`src/rtl/jtag_shift_master.sv`:
```
// jtag_shift_master: on-board JTAG master producing TCK/TMS/TDI scan sequences
// and capturing TDO. It accepts DR-scan, IR-scan and TAP-reset commands over a
// valid/ready handshake and returns the captured TDO bits as a response.
//
// Ports:
//   CLK, RST_N           system clock, synchronous active-low reset
//   cmd_valid/cmd_ready  command handshake (ready only while idle)
//   cmd_op               00 DR scan, 01 IR scan, 1x TAP reset
//   cmd_len              scan length minus one
//   cmd_data             TDI bits, LSB shifted first
//   rsp_valid/rsp_data   one-cycle completion pulse with captured TDO bits
//   busy                 a pin sequence (including post-reset TLR) is running
//   JB_TCK/JB_TMS/JB_TDI registered JTAG pin outputs
//   JB_TDO               asynchronous JTAG data return
module jtag_shift_master #(
    parameter int DIV = 5
) (
    input  logic        CLK,
    input  logic        RST_N,
    input  logic        cmd_valid,
    output logic        cmd_ready,
    input  logic [1:0]  cmd_op,
    input  logic [4:0]  cmd_len,
    input  logic [31:0] cmd_data,
    output logic        rsp_valid,
    output logic [31:0] rsp_data,
    output logic        busy,
    output logic        JB_TCK,
    output logic        JB_TMS,
    output logic        JB_TDI,
    input  logic        JB_TDO
);

    typedef enum logic [1:0] {
        S_AUTO_TLR,
        S_IDLE,
        S_RUN,
        S_DONE
    } state_t;

    localparam logic [8:0] PH_PRE = 9'(DIV - 1);
    localparam logic [8:0] PH_END = 9'(2 * DIV - 1);

    state_t      r_state;
    logic        r_start;
    logic [8:0]  r_ph;
    logic [5:0]  r_per;
    logic [1:0]  r_op;
    logic [4:0]  r_len;
    logic [31:0] r_data;
    logic [31:0] r_cap;
    logic        r_shift;
    logic [4:0]  r_bit;
    logic        r_tdo_s1;
    logic        r_tdo_s2;
    logic        r_tck;
    logic        r_tms;
    logic        r_tdi;
    logic        r_rsp_valid;
    logic [31:0] r_rsp_data;

    logic        w_idle;
    logic        w_run;
    logic        w_accept;
    logic        w_end_per;
    logic        w_fin;
    logic        w_start;
    logic [1:0]  w_src_op;
    logic [4:0]  w_src_len;
    logic [31:0] w_src_data;
    logic [5:0]  w_np;
    logic [5:0]  w_n;
    logic [5:0]  w_pre;
    logic [5:0]  w_off;
    logic [5:0]  w_last;
    logic        w_tms;
    logic        w_shift;
    logic [4:0]  w_k;

    assign w_idle   = (r_state == S_IDLE);
    assign w_run    = (r_state == S_AUTO_TLR) || (r_state == S_RUN);
    assign w_accept = w_idle && cmd_valid;

    // Period timing: a period ends on the last phase; the final period of
    // the sequence finishes the command instead of starting another one.
    assign w_end_per = w_run && !r_start && (r_ph == PH_END);
    assign w_last    = r_op[1] ? 6'd5
                     : (r_op[0] ? 6'd4 : 6'd3) + 6'(r_len) + 6'd2;
    assign w_fin     = w_end_per && (r_per == w_last);
    assign w_start   = w_accept || (w_run && r_start) || (w_end_per && !w_fin);

    // The period about to start is decoded from the live command when
    // accepting, otherwise from the latched copy.
    assign w_src_op   = w_idle ? cmd_op   : r_op;
    assign w_src_len  = w_idle ? cmd_len  : r_len;
    assign w_src_data = w_idle ? cmd_data : r_data;
    assign w_np       = (w_idle || r_start) ? 6'd0 : r_per + 6'd1;
    assign w_n        = 6'(w_src_len) + 6'd1;
    assign w_pre      = w_src_op[0] ? 6'd4 : 6'd3;
    assign w_off      = w_np - w_pre;

    always_comb begin
        w_tms   = 1'b0;
        w_shift = 1'b0;
        w_k     = 5'd0;
        if (w_src_op[1]) begin
            w_tms = (w_np < 6'd5);
        end else if (w_np < w_pre) begin
            // IR walks 1,1,0,0 and DR walks 1,0,0 into the shift state.
            w_tms = w_src_op[0] ? (w_np < 6'd2) : (w_np == 6'd0);
        end else if (w_off < w_n) begin
            w_shift = 1'b1;
            w_k     = w_off[4:0];
            w_tms   = (w_off == w_n - 6'd1);
        end else begin
            w_tms = (w_off == w_n);
        end
    end

    always_ff @(posedge CLK) begin
        if (!RST_N) begin
            r_state     <= S_AUTO_TLR;
            r_start     <= 1'b1;
            r_ph        <= '0;
            r_per       <= '0;
            r_op        <= 2'b10;
            r_len       <= '0;
            r_data      <= '0;
            r_cap       <= '0;
            r_shift     <= 1'b0;
            r_bit       <= '0;
            r_tdo_s1    <= 1'b0;
            r_tdo_s2    <= 1'b0;
            r_tck       <= 1'b0;
            r_tms       <= 1'b1;
            r_tdi       <= 1'b0;
            r_rsp_valid <= 1'b0;
            r_rsp_data  <= '0;
        end else begin
            r_tdo_s1    <= JB_TDO;
            r_tdo_s2    <= r_tdo_s1;
            r_rsp_valid <= 1'b0;

            if (w_start) begin
                r_start <= 1'b0;
                r_ph    <= '0;
                r_per   <= w_np;
                r_tck   <= 1'b0;
                r_tms   <= w_tms;
                r_tdi   <= w_shift & w_src_data[w_k];
                r_shift <= w_shift;
                r_bit   <= w_k;
            end else if (w_fin) begin
                r_tck   <= 1'b0;
                r_tdi   <= 1'b0;
                r_shift <= 1'b0;
            end else if (w_run && !r_start) begin
                r_ph <= r_ph + 9'd1;
                if (r_ph == PH_PRE) begin
                    r_tck <= 1'b1;
                    if (r_shift) begin
                        r_cap[r_bit] <= r_tdo_s2;
                    end
                end
            end

            if (w_accept) begin
                r_op   <= cmd_op;
                r_len  <= cmd_len;
                r_data <= cmd_data;
                r_cap  <= '0;
            end

            unique case (r_state)
                S_AUTO_TLR: begin
                    if (w_fin) begin
                        r_state <= S_IDLE;
                    end
                end
                S_IDLE: begin
                    if (w_accept) begin
                        r_state <= S_RUN;
                    end
                end
                S_RUN: begin
                    if (w_fin) begin
                        r_state     <= S_DONE;
                        r_rsp_valid <= 1'b1;
                        r_rsp_data  <= r_op[1] ? 32'd0 : r_cap;
                    end
                end
                S_DONE: begin
                    r_state <= S_IDLE;
                end
            endcase
        end
    end

    assign cmd_ready = w_idle;
    assign busy      = w_run;
    assign rsp_valid = r_rsp_valid;
    assign rsp_data  = r_rsp_data;
    assign JB_TCK    = r_tck;
    assign JB_TMS    = r_tms;
    assign JB_TDI    = r_tdi;

endmodule

```
`config.mk`:
```
export PLATFORM = sky130hd
export DESIGN_NAME = jtag_shift_master
export DESIGN_NICKNAME = d
export VERILOG_FILES = /design/src/rtl/jtag_shift_master.sv
export SDC_FILE = /design/constraint.sdc
export NUM_CORES = 1
export LEC_CHECK = 0
export CORE_MARGIN = 2
export CORE_UTILIZATION = 69
export CTS_CLUSTER_DIAMETER = 100
export CTS_CLUSTER_SIZE = 10
export DETAILED_ROUTE_END_ITERATION = 6
export DONT_BUFFER_PORTS = 1
export HOLD_SLACK_MARGIN = 0.03
export MAX_ROUTING_LAYER = met4
export PLACE_DENSITY = 0.86
export SYNTH_ARGS = -nofsm -noshare
export SYNTH_HDL_FRONTEND = slang
export SYNTH_SLANG_ARGS = --single-unit
```
`constraint.sdc`:
```
create_clock -name CLK -period 14.8 [get_ports CLK]
set_clock_uncertainty 0.2 [all_clocks]
set_input_delay 2.22 -clock CLK [delete_from_list [all_inputs] [get_ports CLK]]
set_output_delay 2.22 -clock CLK [all_outputs]
set_load 0.02 [all_outputs]
```
# [Word-level counts from Yosys, hierarchy flattened]
# Cells that the tools add are included.
# Widths: inputs -> output; s select.
[totals] ff_bits=133 in_bits=43 out_inout_bits=38 word_cells=102
[classes] add_sub_neg=7 order_cmp=7 n_eq_ne=11 mux=31 n_bitwise=4 reduce_logical=25
[op_table] cell="$mux 32" count=2
[op_table] cell="$bwmux 32" count=1
[op_table] cell="$mux 5" count=4
[op_table] cell="$eq 6x6->1" count=3
[op_table] cell="$mux 1" count=13
[op_table] cell="$lt 5x6->1 const B" count=2
[op_table] cell="$mux 6" count=2
[op_table] cell="$add 9x1->9 const B" count=1
[op_table] cell="$eq 9x3->1 const B" count=1
[op_table] cell="$eq 9x4->1 const B" count=1
[op_table] cell="$mux 2" count=4
[op_table] cell="$pmux 2 s4" count=1
[op_table] cell="$reduce_and 2->1" count=4
[op_table] cell="$logic_and 1x1->1" count=7
[op_table] cell="$add 3x5->6" count=1
[op_table] cell="$add 5x1->6 const B" count=1
[op_table] cell="$add 6x1->6 const B" count=1
[op_table] cell="$add 6x2->6 const B" count=1
[op_table] cell="$logic_not 6->1" count=1
[op_table] cell="$lt 6x2->1 const B" count=1
[op_table] cell="$lt 6x3->1" count=1
[op_table] cell="$lt 6x3->1 const B" count=1
[op_table] cell="$lt 6x6->1" count=1
[op_table] cell="$mux 3" count=2
[op_table] cell="other kinds (19)" count=28

# [Logic depth before layout (Yosys ltp)]
# Gate-level depths: netlist of run 1.
[depth] depth_word=12 depth_mapped=25 mapped_depth_nobuf=23

# [Worst setup path before layout of run 1]
# Ideal clock, no wire load.
[synth_timing] path_type="input to register" from="in cmd_op[0]" to="reg r_tdi, in the netlist JB_TDI" setup_ns=0.127 arrival_time_ns=6.171 required_time_ns=14.473 path_slack_ns=8.301 cell_stages=21 n_path_buf=0 cell_sequence="nand2_1 o21ai_2 inv_2 ha_1 inv_1 fa_1 nor3b_1 a22oi_1 and2_1 nand2_1 xnor2_1 ha_1 and3_1 o21ai_0 nand4_1 a31oi_2 mux4_2 mux2i_1 nor3b_1 nor4_2 a31oi_1"
[synth_via] elab_chain_cells=11 word_cells_on_any_way=15 classes_between="add/sub: 1; order compare: 2; mux: 11; bitwise: 1"
[synth_lines] element="from (decl)" line="22" rtl="input logic [1:0] cmd_op,"
[synth_lines] element="$mux 2 (*)" line="94" rtl="assign w_src_op = w_idle ? cmd_op : r_op;"
[synth_lines] element="$mux 3 (*)" line="99" rtl="assign w_pre = w_src_op[0] ? 6'd4 : 6'd3;"
[synth_lines] element="$sub 6x3->6" line="100" rtl="assign w_off = w_np - w_pre;"
[synth_lines] element="$lt 6x6->1" line="111" rtl="end else if (w_off < w_n) begin"
[synth_lines] element="$mux 5" line="111"
[synth_lines] element="$mux 5" line="108" rtl="end else if (w_np < w_pre) begin"
[synth_lines] element="$mux 5" line="106" rtl="if (w_src_op[1]) begin"
[synth_lines] element="$bmux 1 s5" line="150" rtl="r_tdi <= w_shift & w_src_data[w_k];"
[synth_lines] element="$mux 1 (implied by the code)" line="150"
[synth_lines] element="$and 1x1->1 (*)" line="150"
[synth_lines] element="$mux 1 (*)" line="144" rtl="if (w_start) begin"
[synth_lines] element="to (signal assigned)" line="150"
[synth_lines] element="to (decl)" line="58" rtl="logic r_tdi;"
# Mark *: on every way between the ends. The rest lies on a longest branch, timed or not. The select of a mux whose other input is x is not followed.
# A chain may end at the register's enable or synchronous reset.

# [Worst setup path after layout of run 1]
# Same ends and word-level chain as after synthesis.

==> run_results.csv, run 1 <==
group,metric,value,unit
run_status,status,"finished, final reports clean",
global_routing,globalRouteTotalUtil,0.321,
floorplanning,die-area,10800,um2
yosys,synth_top_family_by_area,"simple AND/OR/NAND/NOR gates",
critical_path,crit_required,15.00,ns
yosys,seq_area_frac_synth,0.387,
critical_path,setup.worst_path.end_class,"flip-flop",
final_layout,final_util,0.763,
drt,viasPerCell,6.28,
critical_path,worstPathArrival,7.42,ns
drt,vias,5670,
critical_path,crit_fanout,17,
global_routing,grt_start_max_net_pins,64,
clock_network,cts.hold.buffers_added,0,
pwr,ir_worst_vdd,93.4,uV
sta,fin_crit,7.22,ns
sta,period_share,0.488,
drt,drc,0,
yosys,ys_ff_latch,133,
final_layout,drive_above_1_share,0.0909,
final_layout,syn_to_final_growth,7.76,%
sta,drv_slew,0,
clock_network,clkTransAtPathRegs,0.06,ns
clock_network,cts_buffers,17,
yosys,synth_mux_area_frac,0.0896,
yosys,synthArstFlopShare,0,
clock_network,clock_path_buffers,2,
floorplanning,fp.coreArea,9730,um2
floorplanning,start_util,0.708,
drt,ant_nets,0,
yosys,synth_xor_area_frac,0.0414,
drt,wl_per_cell,18.3,um
sta,tns,0,ns
worst_hold_path,holdPathStages,1,
yosys,syn-num-nets,854,
global_routing,grt_pass1_wl,27.7,mm
yosys,synth_warnings,0,
yosys,synth_area_leaders,"dfxtp_1 39%, nand2_1 7.9%, mux2i_1 5.5%",
clock_network,cts_tree,"yes",
clock_network,clkLatencyLatePin,0.52,ns
worst_hold_path,hp-class,"reg -> reg",
yosys,synth_compound_area_frac,0.178,
yosys,synth_edf_count,0,
yosys,synth_commonest_cells,"145 x nand2_1, 133 x dfxtp_1, 57 x nor2_1, 46 x a21boi_0, 38 x mux2i_1",
yosys,ys_types,74,
global_routing,grt_pass1_vias,5617,
sta,setup_violations,0,
clock_network,cts_setup_buffers,0,
sta,maxClockFrequency,0.138,GHz
placed_design,portBuffers,0,
clock_network,clkSinkCount,133,
yosys,synth_top_area_share,0.387,
yosys,synth_simple_gate_area_frac,0.200,
floorplanning,fp-row-count,36,
clock_network,cts_root_buffer,"clkbuf_8",
yosys,synth_most_common_cell,"nand2_1",
floorplanning,io_pins,81,
critical_path,crit_type,"in -> reg",
job,max_cap_viol_count,0,
yosys,synthCells,785,
pwr,p_per_area,107,nW/um2
placed_design,gp_congestion,0.970,
yosys,netlist.top_cell.by_area,"dfxtp_1",
placed_design,hpwl,11.1,mm
yosys,synth_fa_ha_area_frac,0.0511,
yosys,synth_top_flop_cell,"dfxtp_1",
drt,wirelength,16.5,mm
drt,first_pass_iters,5,
clock_network,ctsResizeCount,0,
yosys,synth.avg_cell_area,8.77,um2
final_layout,diodes,0,
floorplanning,fp.dieH,104,um
final_layout,nNetsFinal,826,
critical_path,start_kind,"primary input",
sta,tightest_slew,1.11,ns
pwr,power.leakage,0.00271,uW
floorplanning,dieWidth,104,um
global_routing,antenna_found_initial,0,
global_routing,grt.overflow.total,0,
drt,drtIter0Drc,390,
sta,max_slew_margin,0.261,
sta,rsz0062_at_grt,"no",
clock_network,htree_levels,4,
yosys,synth_area,6890,um2
critical_path,r2r_cells,22,
sta,finalHoldViolations,0,
sequential cells by signal (all words and copies together), names as in the netlist:
signal	flops
r_cap	32
r_data	32
rsp_data	32
r_ph	9
r_per	6
r_bit	5
r_len	5
r_op	2
r_state	2
JB_TCK	1
JB_TDI	1
JB_TMS	1
r_shift	1
r_start	1
r_tdo_s1	1
r_tdo_s2	1
rsp_valid	1
report_power, final:
part           internal, uW  switching (uW)  total, uW
sequential              359            2.44        361
clock                   248             164        412
combinational          8.24            14.1       22.3
total                   615             181        796
worst max-delay path, stage by stage:
cell and delay (ns):
nand2_1 0.05, o21ai_2 0.13, inv_2 0.18, ha_1 0.17, inv_1 0.06, fa_1 0.45, nor3b_1 0.18, a22oi_1 0.21
and2_1 0.25, nand2_1 0.10, xnor2_1 0.54, ha_1 0.38, and3_1 0.18, o21ai_0 0.23, nand4_1 0.14, a31oi_2 0.87
mux4_2 0.42, mux2i_1 0.15, nor3b_1 0.08, nor4_2 0.32, a31oi_1 0.12
cells in the final DEF, fill, tap and decap left out, types with 10 or more instances in the layout:
cell type  count
a21boi_0      46
a21oi_1       27
a22o_1        33
clkbuf_16     16
dfxtp_1      133
ha_1          23
inv_1         28
mux2i_1       38
nand2_1      145
nand3_1       12
nor2_1        57
nor2b_1       10
nor3_1        16
o21ai_0       22
xnor2_1       15
xor2_1        10
per-stage QoR:
step           total power [uW]  std cells  hold WS [ns]  area (um2)  setup WS, ns
5_1_grt                     814        903         0.271        7420          7.22
6_report                    796        903         0.233        7420          7.58
3_5_place_dp                391        871         0.220        6840          7.24
3_3_place_gp                390        871         0.219        6840          7.51
4_1_cts                     797        903         0.235        7420          7.67
2_1_floorplan               388        785         0.212        6890          8.30
logic make-up after synthesis:
group	count (synthesis)
AND/OR/NAND/NOR	297
AO/OA/AOI/OAI	168
buffers and inverters	81
flip-flops	133
adder cells (fa/ha/maj)	27
XOR/XNOR	28
multiplexers	51
cell type report:
type / instances / area (um2)
clock buffer: 20 / 435
tap: 133 / 166
multi-input combinational: 571 / 3860
timing repair buffer: 4 / 30.0
inverter: 30 / 113
sequential: 133 / 2660
fill: 672 / 2310
clock inverter: 12 / 148
routing by layer:
layer	GRT usage	part of all wire	vias to the layer above
li1	-	-	2678
met1	0.408	0.43	2727
met2	0.506	0.47	229
met3	0.0808	0.078	36
met4	0.103	0.017	0
met5	-	0	-
worst paths after layout:
| check | from | endpoint | slack, ns |
|---|---|---|---|
| worst min register to register | r_tdo_s1$_SDFF_PN0_ | r_tdo_s2$_SDFF_PN0_ | 0.23 |
| worst min-delay path | r_tdo_s1$_SDFF_PN0_ | r_tdo_s2$_SDFF_PN0_ | 0.23 |
| worst max register to register | r_state[1]$_SDFFE_PN0P_ | JB_TDI$_SDFFE_PN0N_ | 8.32 |
| worst max-delay path | cmd_op[0] | JB_TDI$_SDFFE_PN0N_ | 7.58 |
Note: power is estimated with default switching activity, not from simulation.
==> run 2: changes to the inputs <==
--- a/config.mk
+++ b/config.mk
@@ -6,14 +6,14 @@
 export NUM_CORES = 1
 export LEC_CHECK = 0
 export CORE_MARGIN = 2
-export CORE_UTILIZATION = 69
+export CORE_UTILIZATION = 64
 export CTS_CLUSTER_DIAMETER = 100
 export CTS_CLUSTER_SIZE = 10
 export DETAILED_ROUTE_END_ITERATION = 6
 export DONT_BUFFER_PORTS = 1
 export HOLD_SLACK_MARGIN = 0.03
 export MAX_ROUTING_LAYER = met4
-export PLACE_DENSITY = 0.86
+export PLACE_DENSITY = 0.81
 export SYNTH_ARGS = -nofsm -noshare
 export SYNTH_HDL_FRONTEND = slang
 export SYNTH_SLANG_ARGS = --single-unit
==> constraint.sdc (replaced) <==
create_clock -name CLK -period 7.4 [get_ports CLK]
set_clock_uncertainty 0.2 [all_clocks]
set_input_delay 1.11 -clock CLK [delete_from_list [all_inputs] [get_ports CLK]]
set_output_delay 1.11 -clock CLK [all_outputs]
set_load 0.02 [all_outputs]
==> run 2 against run 1 <==
  * Flip-flop and latch count unchanged
  * Critical path depth grew 2
  * Sequential share of layout area down 0.40 points
  * Die area increased by 7.5%
  * Register-to-register slack got worse by 7.0 ns
  * Final cell count is 0.44% higher
  * Clock-buffer cell count is the same
  * Setup slack got worse by 6.2 ns
  * First-iteration DRC count rose by 5.1%
==> run_results.csv, run 2 (synthesized netlist as in run 1, its figures left out) <==
group,metric,value,unit
run_status,status,"finished, final reports clean",
sta,finalHoldViolations,0,
critical_path,crit_type,"reg -> reg",
clock_network,cts.hold.buffers_added,0,
sta,tightest_slew,1.12,ns
final_layout,instances_no_fill,907,
critical_path,slowest_stage,"fa_1",
floorplanning,io_pins,81,
sta,whs,0.244,ns
critical_path,path_cells,"inv_1 -> ha_2 -> buf_4 -> nor2_1 -> nand2_1 -> ha_1 -> inv_1 -> fa_1 -> nor3b_1 -> a22oi_1 -> and2_1 -> nand2_1 -> xnor2_1 -> ha_1 -> and3_1 -> o21ai_0 -> nand3_1 -> a311o_2 -> or2_0 -> a2111oi_4 -> a311oi_1 -> nor4_2 -> a31oi_1",
final_layout,diodes,0,
final_layout,drive_above_1_share,0.0947,
pwr,ir_worst_vdd,173,uV
clock_network,cts_tree,"yes",
global_routing,grt_pass1_vias,5459,
floorplanning,fp-row-count,37,
critical_path,critPathMaxStageDelay,0.46,ns
critical_path,critPathBufInv,3,
placed_design,gp_congestion,0.953,
drt,viasPerCell,6.16,
critical_path,setup.worst_path.end_class,"flip-flop",
drt,wirelength,16.2,mm
final_layout,fill_cells,765,
global_routing,grt_start_max_net_pins,64,
sta,rsz0062_at_grt,"no",
floorplanning,start_util,0.664,
floorplanning,fp.dieH,108,um
worst_hold_path,holdPathStages,1,
sta,drv_slew,0,
worst_hold_path,hp-class,"reg -> reg",
sta,period_share,0.815,
critical_path,rrSetupSlack,1.37,ns
final_layout,mostFrequentLayoutCells,"145 x nand2_1, 133 x dfxtp_1, 57 x nor2_1",
floorplanning,die-area,11600,um2
sta,fin_crit,6.03,ns
clock_network,cts_buffers,17,
critical_path,r2r_cells,23,
critical_path,regToRegStartpoint,"r_state[1]$_SDFFE_PN0P_",
sta,setup_ws,1.37,ns
drt,drc,0,
sta,setup_violations,0,
drt,ant_nets,0,
clock_network,cts_root_buffer,"clkbuf_8",
global_routing,grt_pass1_wl,26.6,mm
critical_path,cp_top_family,"simple AND/OR/NAND/NOR gates",
clock_network,htree_levels,4,
clock_network,cts_setup_buffers,0,
placed_design,portBuffers,0,
drt,vias,5585,
final_layout,final_cell_area,7500,um2
critical_path,worstPathArrival,6.25,ns
sta,tns,0,ns
placed_design,placed_area,6850,um2
worst_hold_path,hp-start,"r_tdo_s1$_SDFF_PN0_",
critical_path,timing.rr.end,"JB_TDI$_SDFFE_PN0N_",
final_layout,final_common_cell,"nand2_1",
critical_path,crit_required,7.62,ns
clock_network,clkTransAtPathRegs,0.06,ns
clock_network,clkSinkCount,133,
pwr,p_per_area,226,nW/um2
global_routing,globalRouteTotalUtil,0.299,
sta,maxClockFrequency,0.166,GHz
worst_hold_path,min_to,"r_tdo_s2$_SDFF_PN0_",
global_routing,antenna_found_initial,0,
final_layout,nNetsFinal,827,
final_layout,syn_to_final_growth,8.96,%
critical_path,crit_fanout,30,
job,max_cap_viol_count,0,
critical_path,start_kind,"flip-flop",
drt,drtIter0Drc,410,
floorplanning,dieWidth,108,um
sta,max_slew_margin,0.254,
placed_design,hpwl,10.9,mm
drt,first_pass_iters,7,
clock_network,clock_path_buffers,2,
global_routing,grt.overflow.total,0,
placed_design,dp_cells,875,
clock_network,ctsResizeCount,0,
pwr,power.leakage,0.00274,uW
placed_design,pre_cts_slack,1.35,ns
clock_network,clkLatencyLatePin,0.54,ns
floorplanning,fp.coreArea,10400,um2
drt,wl_per_cell,17.9,um
-- run 2: area by class of cell --
class,instances,area (um2),area share
clock inverters,12,199,0.0265
repair buffers,5,37.5,0.00500
multi-input cells,571,3860,0.515
inverters,30,113,0.0150
well taps,136,170,0.0227
clock buffers,20,455,0.0607
flip-flops and latches,133,2660,0.355
-- run 2: stage by stage --
step,power (uW),util
final,1700,0.723
after CTS,1710,0.723
after global placement,780,0.660
after floorplan,775,-
after detailed placement,781,0.660
after global routing,1740,0.723
-- run 2: how the worst max path moves through the flow --
stage	start	end	slack [ns]	cells after the start
global placement	cmd_op[0]	JB_TDI$_SDFFE_PN0N_	1.53	21
global route	r_state[1]$_SDFFE_PN0P_	JB_TDI$_SDFFE_PN0N_	0.83	23
CTS	r_state[1]$_SDFFE_PN0P_	JB_TDI$_SDFFE_PN0N_	1.40	23
detailed placement	cmd_op[0]	JB_TDI$_SDFFE_PN0N_	1.35	21
finish	r_state[1]$_SDFFE_PN0P_	JB_TDI$_SDFFE_PN0N_	1.37	23
floorplan	cmd_op[0]	JB_TDI$_SDFFE_PN0N_	2.01	21
-- run 2: power breakdown --
part,internal [uW],switching (uW)
Combinational,16.5,27.5
Clock,608,323
Sequential,718,5.17
-- run 2: routing by layer --
layer / GRT usage / vias up / part of all wire
li1: - / 2687 / -
met1: 0.367 / 2700 / 0.44
met2: 0.475 / 172 / 0.48
met3: 0.0860 / 26 / 0.066
met4: 0.0980 / 0 / 0.016
met5: - / - / 0
==> run 3: changes to the inputs <==
--- a/config.mk
+++ b/config.mk
@@ -6,14 +6,14 @@
 export NUM_CORES = 1
 export LEC_CHECK = 0
 export CORE_MARGIN = 2
-export CORE_UTILIZATION = 64
+export CORE_UTILIZATION = 58
 export CTS_CLUSTER_DIAMETER = 100
 export CTS_CLUSTER_SIZE = 10
 export DETAILED_ROUTE_END_ITERATION = 6
 export DONT_BUFFER_PORTS = 1
 export HOLD_SLACK_MARGIN = 0.03
 export MAX_ROUTING_LAYER = met4
-export PLACE_DENSITY = 0.81
+export PLACE_DENSITY = 0.77
 export SYNTH_ARGS = -nofsm -noshare
 export SYNTH_HDL_FRONTEND = slang
 export SYNTH_SLANG_ARGS = --single-unit
==> constraint.sdc (replaced) <==
create_clock -name CLK -period 5.1 [get_ports CLK]
set_clock_uncertainty 0.2 [all_clocks]
set_input_delay 0.765 -clock CLK [delete_from_list [all_inputs] [get_ports CLK]]
set_output_delay 0.765 -clock CLK [all_outputs]
set_load 0.02 [all_outputs]
==> run 3 against run 2 <==
  * The run now ends with design-rule violations left
  * Clock-buffer cell count fell by 1
  * Final cell count rose by 2.3%
  * Worst hold slack got worse by 0.015 ns
  * Combinational power rose by 66%
  * Via count fell by 0.27%
  * Wire length fell by 2.2%
  * First-iteration DRC count fell by 8.5%
  * Sequential share of layout area fell by 0.48 points
  * Setup slack got worse by 1.2 ns
  * Total power rose by 34%
  * Maximum frequency rose by 23%
  * Design area rose by 1.4%
  * Critical path type unchanged
==> run_results.csv, run 3 (synthesized netlist as in run 1, its figures left out) <==
group,metric,value,unit
clock_network,cts_tree,"yes",
critical_path,crit_type,"reg -> reg",
placed_design,pre_cts_slack,-0.224,ns
floorplanning,fp.coreArea,11500,um2
drt,vias,5570,
floorplanning,dieWidth,113,um
drt,wl_per_cell,17.1,um
sta,drv_slew,0,
global_routing,grt_start_max_net_pins,64,
worst_hold_path,min_to,"r_start$_SDFFE_PN1P_",
floorplanning,start_util,0.598,
final_layout,nNetsFinal,845,
floorplanning,fp.dieH,113,um
floorplanning,die-area,12800,um2
sta,period_share,0.958,
final_layout,syn_to_final_growth,10.5,%
drt,first_pass_iters,7,
pwr,power.leakage,0.00279,uW
clock_network,clkLatencyLatePin,0.42,ns
job,max_cap_viol_count,0,
run_status,status,"complete, but fails checks",
critical_path,timing.rr.end,"JB_TDI$_SDFFE_PN0N_",
final_layout,final_common_cell,"nand2_1",
sta,fin_crit,4.88,ns
worst_hold_path,hp-class,"in -> reg",
global_routing,grt_pass1_vias,5441,
global_routing,globalRouteTotalUtil,0.264,
global_routing,grt.overflow.total,0,
pwr,p_per_area,299,nW/um2
clock_network,clkSinkCount,133,
drt,drtIter0Drc,375,
critical_path,setup.worst_path.end_class,"flip-flop",
pwr,power.share.switching,0.212,
pwr,p_clk_frac,0.507,
pwr,p_int,1790,uW
floorplanning,fp-row-count,39,
clock_network,clock_path_buffers,2,
clock_network,cts_root_buffer,"clkbuf_16",
sta,finalHoldViolations,0,
sta,setup_ws,0.216,ns
pwr,ir_worst_vdd,246,uV
critical_path,worstPathArrival,4.98,ns
pwr,power.net_switching,483,uW
placed_design,portBuffers,0,
pwr,seqPwrFrac,0.461,
final_layout,drive_above_1_share,0.125,
drt,viasPerCell,6.00,
pwr,pwr-share-comb,0.032,
worst_hold_path,holdPathStages,1,
final_layout,final_cell_area,7610,um2
worst_hold_path,hp-start,"RST_N",
critical_path,rrSetupSlack,0.22,ns
drt,ant_nets,0,
final_layout,diodes,0,
drt,drc,4,
floorplanning,io_pins,81,
clock_network,cts.hold.buffers_added,0,
clock_network,cts_buffers,17,
final_layout,final_util,0.661,
sta,tightest_slew,1.03,ns
run_status,violations,"design-rule violations",
sta,setup_violations,0,
global_routing,antenna_found_initial,0,
critical_path,r2r_cells,24,
drt,wirelength,15.9,mm
critical_path,crit_required,5.20,ns
placed_design,hpwl,11.2,mm
sta,max_slew_margin,0.314,
global_routing,grt_pass1_wl,26.3,mm
sta,maxClockFrequency,0.205,GHz
critical_path,start_kind,"flip-flop",
clock_network,htree_levels,4,
final_layout,mostFrequentLayoutCells,"145 x nand2_1, 132 x dfxtp_1, 56 x nor2_1",
critical_path,regToRegStartpoint,"r_state[1]$_SDFFE_PN0P_",
sta,whs,0.229,ns
placed_design,placed_area,6950,um2
placed_design,gp_congestion,0.918,
clock_network,clkTransAtPathRegs,0.06,ns
pwr,power,2270,uW
critical_path,crit_fanout,7,
==> run 3: cell count changes in the layout (fill, tap and decap cells not counted), sizes merged <==
cell and change:
clkbuf -1, clkinv +2, buf +18, bufinv -3
clkinvlp -2
==> run 3: per-stage QoR <==
stage	std cells	setup TNS [ns]
global placement	894	0
finish	928	0
floorplan	785	0
detailed placement	894	-0.224
global route	928	-0.134
CTS	922	0
==> run 3: final cells by class <==
cell class / count / area [um2]
Fill cell: 934 / 3910
Timing Repair Buffer: 23 / 173
Tap cell: 143 / 179
Inverter: 30 / 113
Clock buffer: 19 / 443
Multi-Input combinational cell: 571 / 3930
Sequential cell: 133 / 2660
Clock inverter: 9 / 108
==> run 3: worst max-delay path by stage <==
| stage | start | to | slack, ns | cells past startpoint |
|---|---|---|---|---|
| floorplan | cmd_op[0] | JB_TDI$_SDFFE_PN0N_ | 0.06 | 21 |
| global placement | cmd_op[0] | JB_TDI$_SDFFE_PN0N_ | 0.17 | 21 |
| detailed placement | r_state[1]$_SDFFE_PN0P_ | JB_TDI$_SDFFE_PN0N_ | -0.22 | 23 |
| CTS | r_state[1]$_SDFFE_PN0P_ | JB_TDI$_SDFFE_PN0N_ | 0.05 | 23 |
| global route | r_state[1]$_SDFFE_PN0P_ | JB_TDI$_SDFFE_PN0N_ | -0.13 | 23 |
| finish | r_state[1]$_SDFFE_PN0P_ | JB_TDI$_SDFFE_PN0N_ | 0.22 | 24 |
==> run 3: per-layer routing <==
metal,share of wire,vias up,routed length [um],GRT usage
li1,-,2705,-,-
met1,0.43,2627,6890,0.330
met2,0.46,196,7380,0.402
met3,0.072,42,1150,0.0777
met4,0.029,0,465,0.110
met5,0,-,0,-
==> run 3: power by group through the flow <==
stage	clock (uW)	combinational [uW]	sequential [uW]
after CTS	1170	69.1	1050
after floorplan	0	58.5	1070
after global placement	0	65.5	1070
after global routing	1210	79.4	1050
after detailed placement	0	67.8	1070
final	1150	73.2	1050
==> run 3: repair_timing <==
action,CTS,global route
gates resized for setup,5,13
pin swaps,0,7
setup endpoints to repair,1,3
setup buffers,0,6
gates cloned,0,0
==> run 3: critical path, cell delays in order (launching register included) <==
cell	delay, ns
dfxtp_2	0.34
inv_2	0.07
ha_4	0.19
nand2_1	0.11
o21ai_4	0.09
inv_2	0.06
ha_1	0.13
inv_1	0.07
fa_2	0.41
nor3b_1	0.16
a22oi_1	0.21
and2_4	0.21
nand2_1	0.09
xnor2_2	0.17
ha_1	0.34
a21o_1	0.22
o21ai_2	0.19
nand3_2	0.13
a311o_2	0.43
or2_4	0.27
buf_4	0.17
o211ai_1	0.17
a21oi_1	0.08
nor4_2	0.14
a31oi_1	0.11
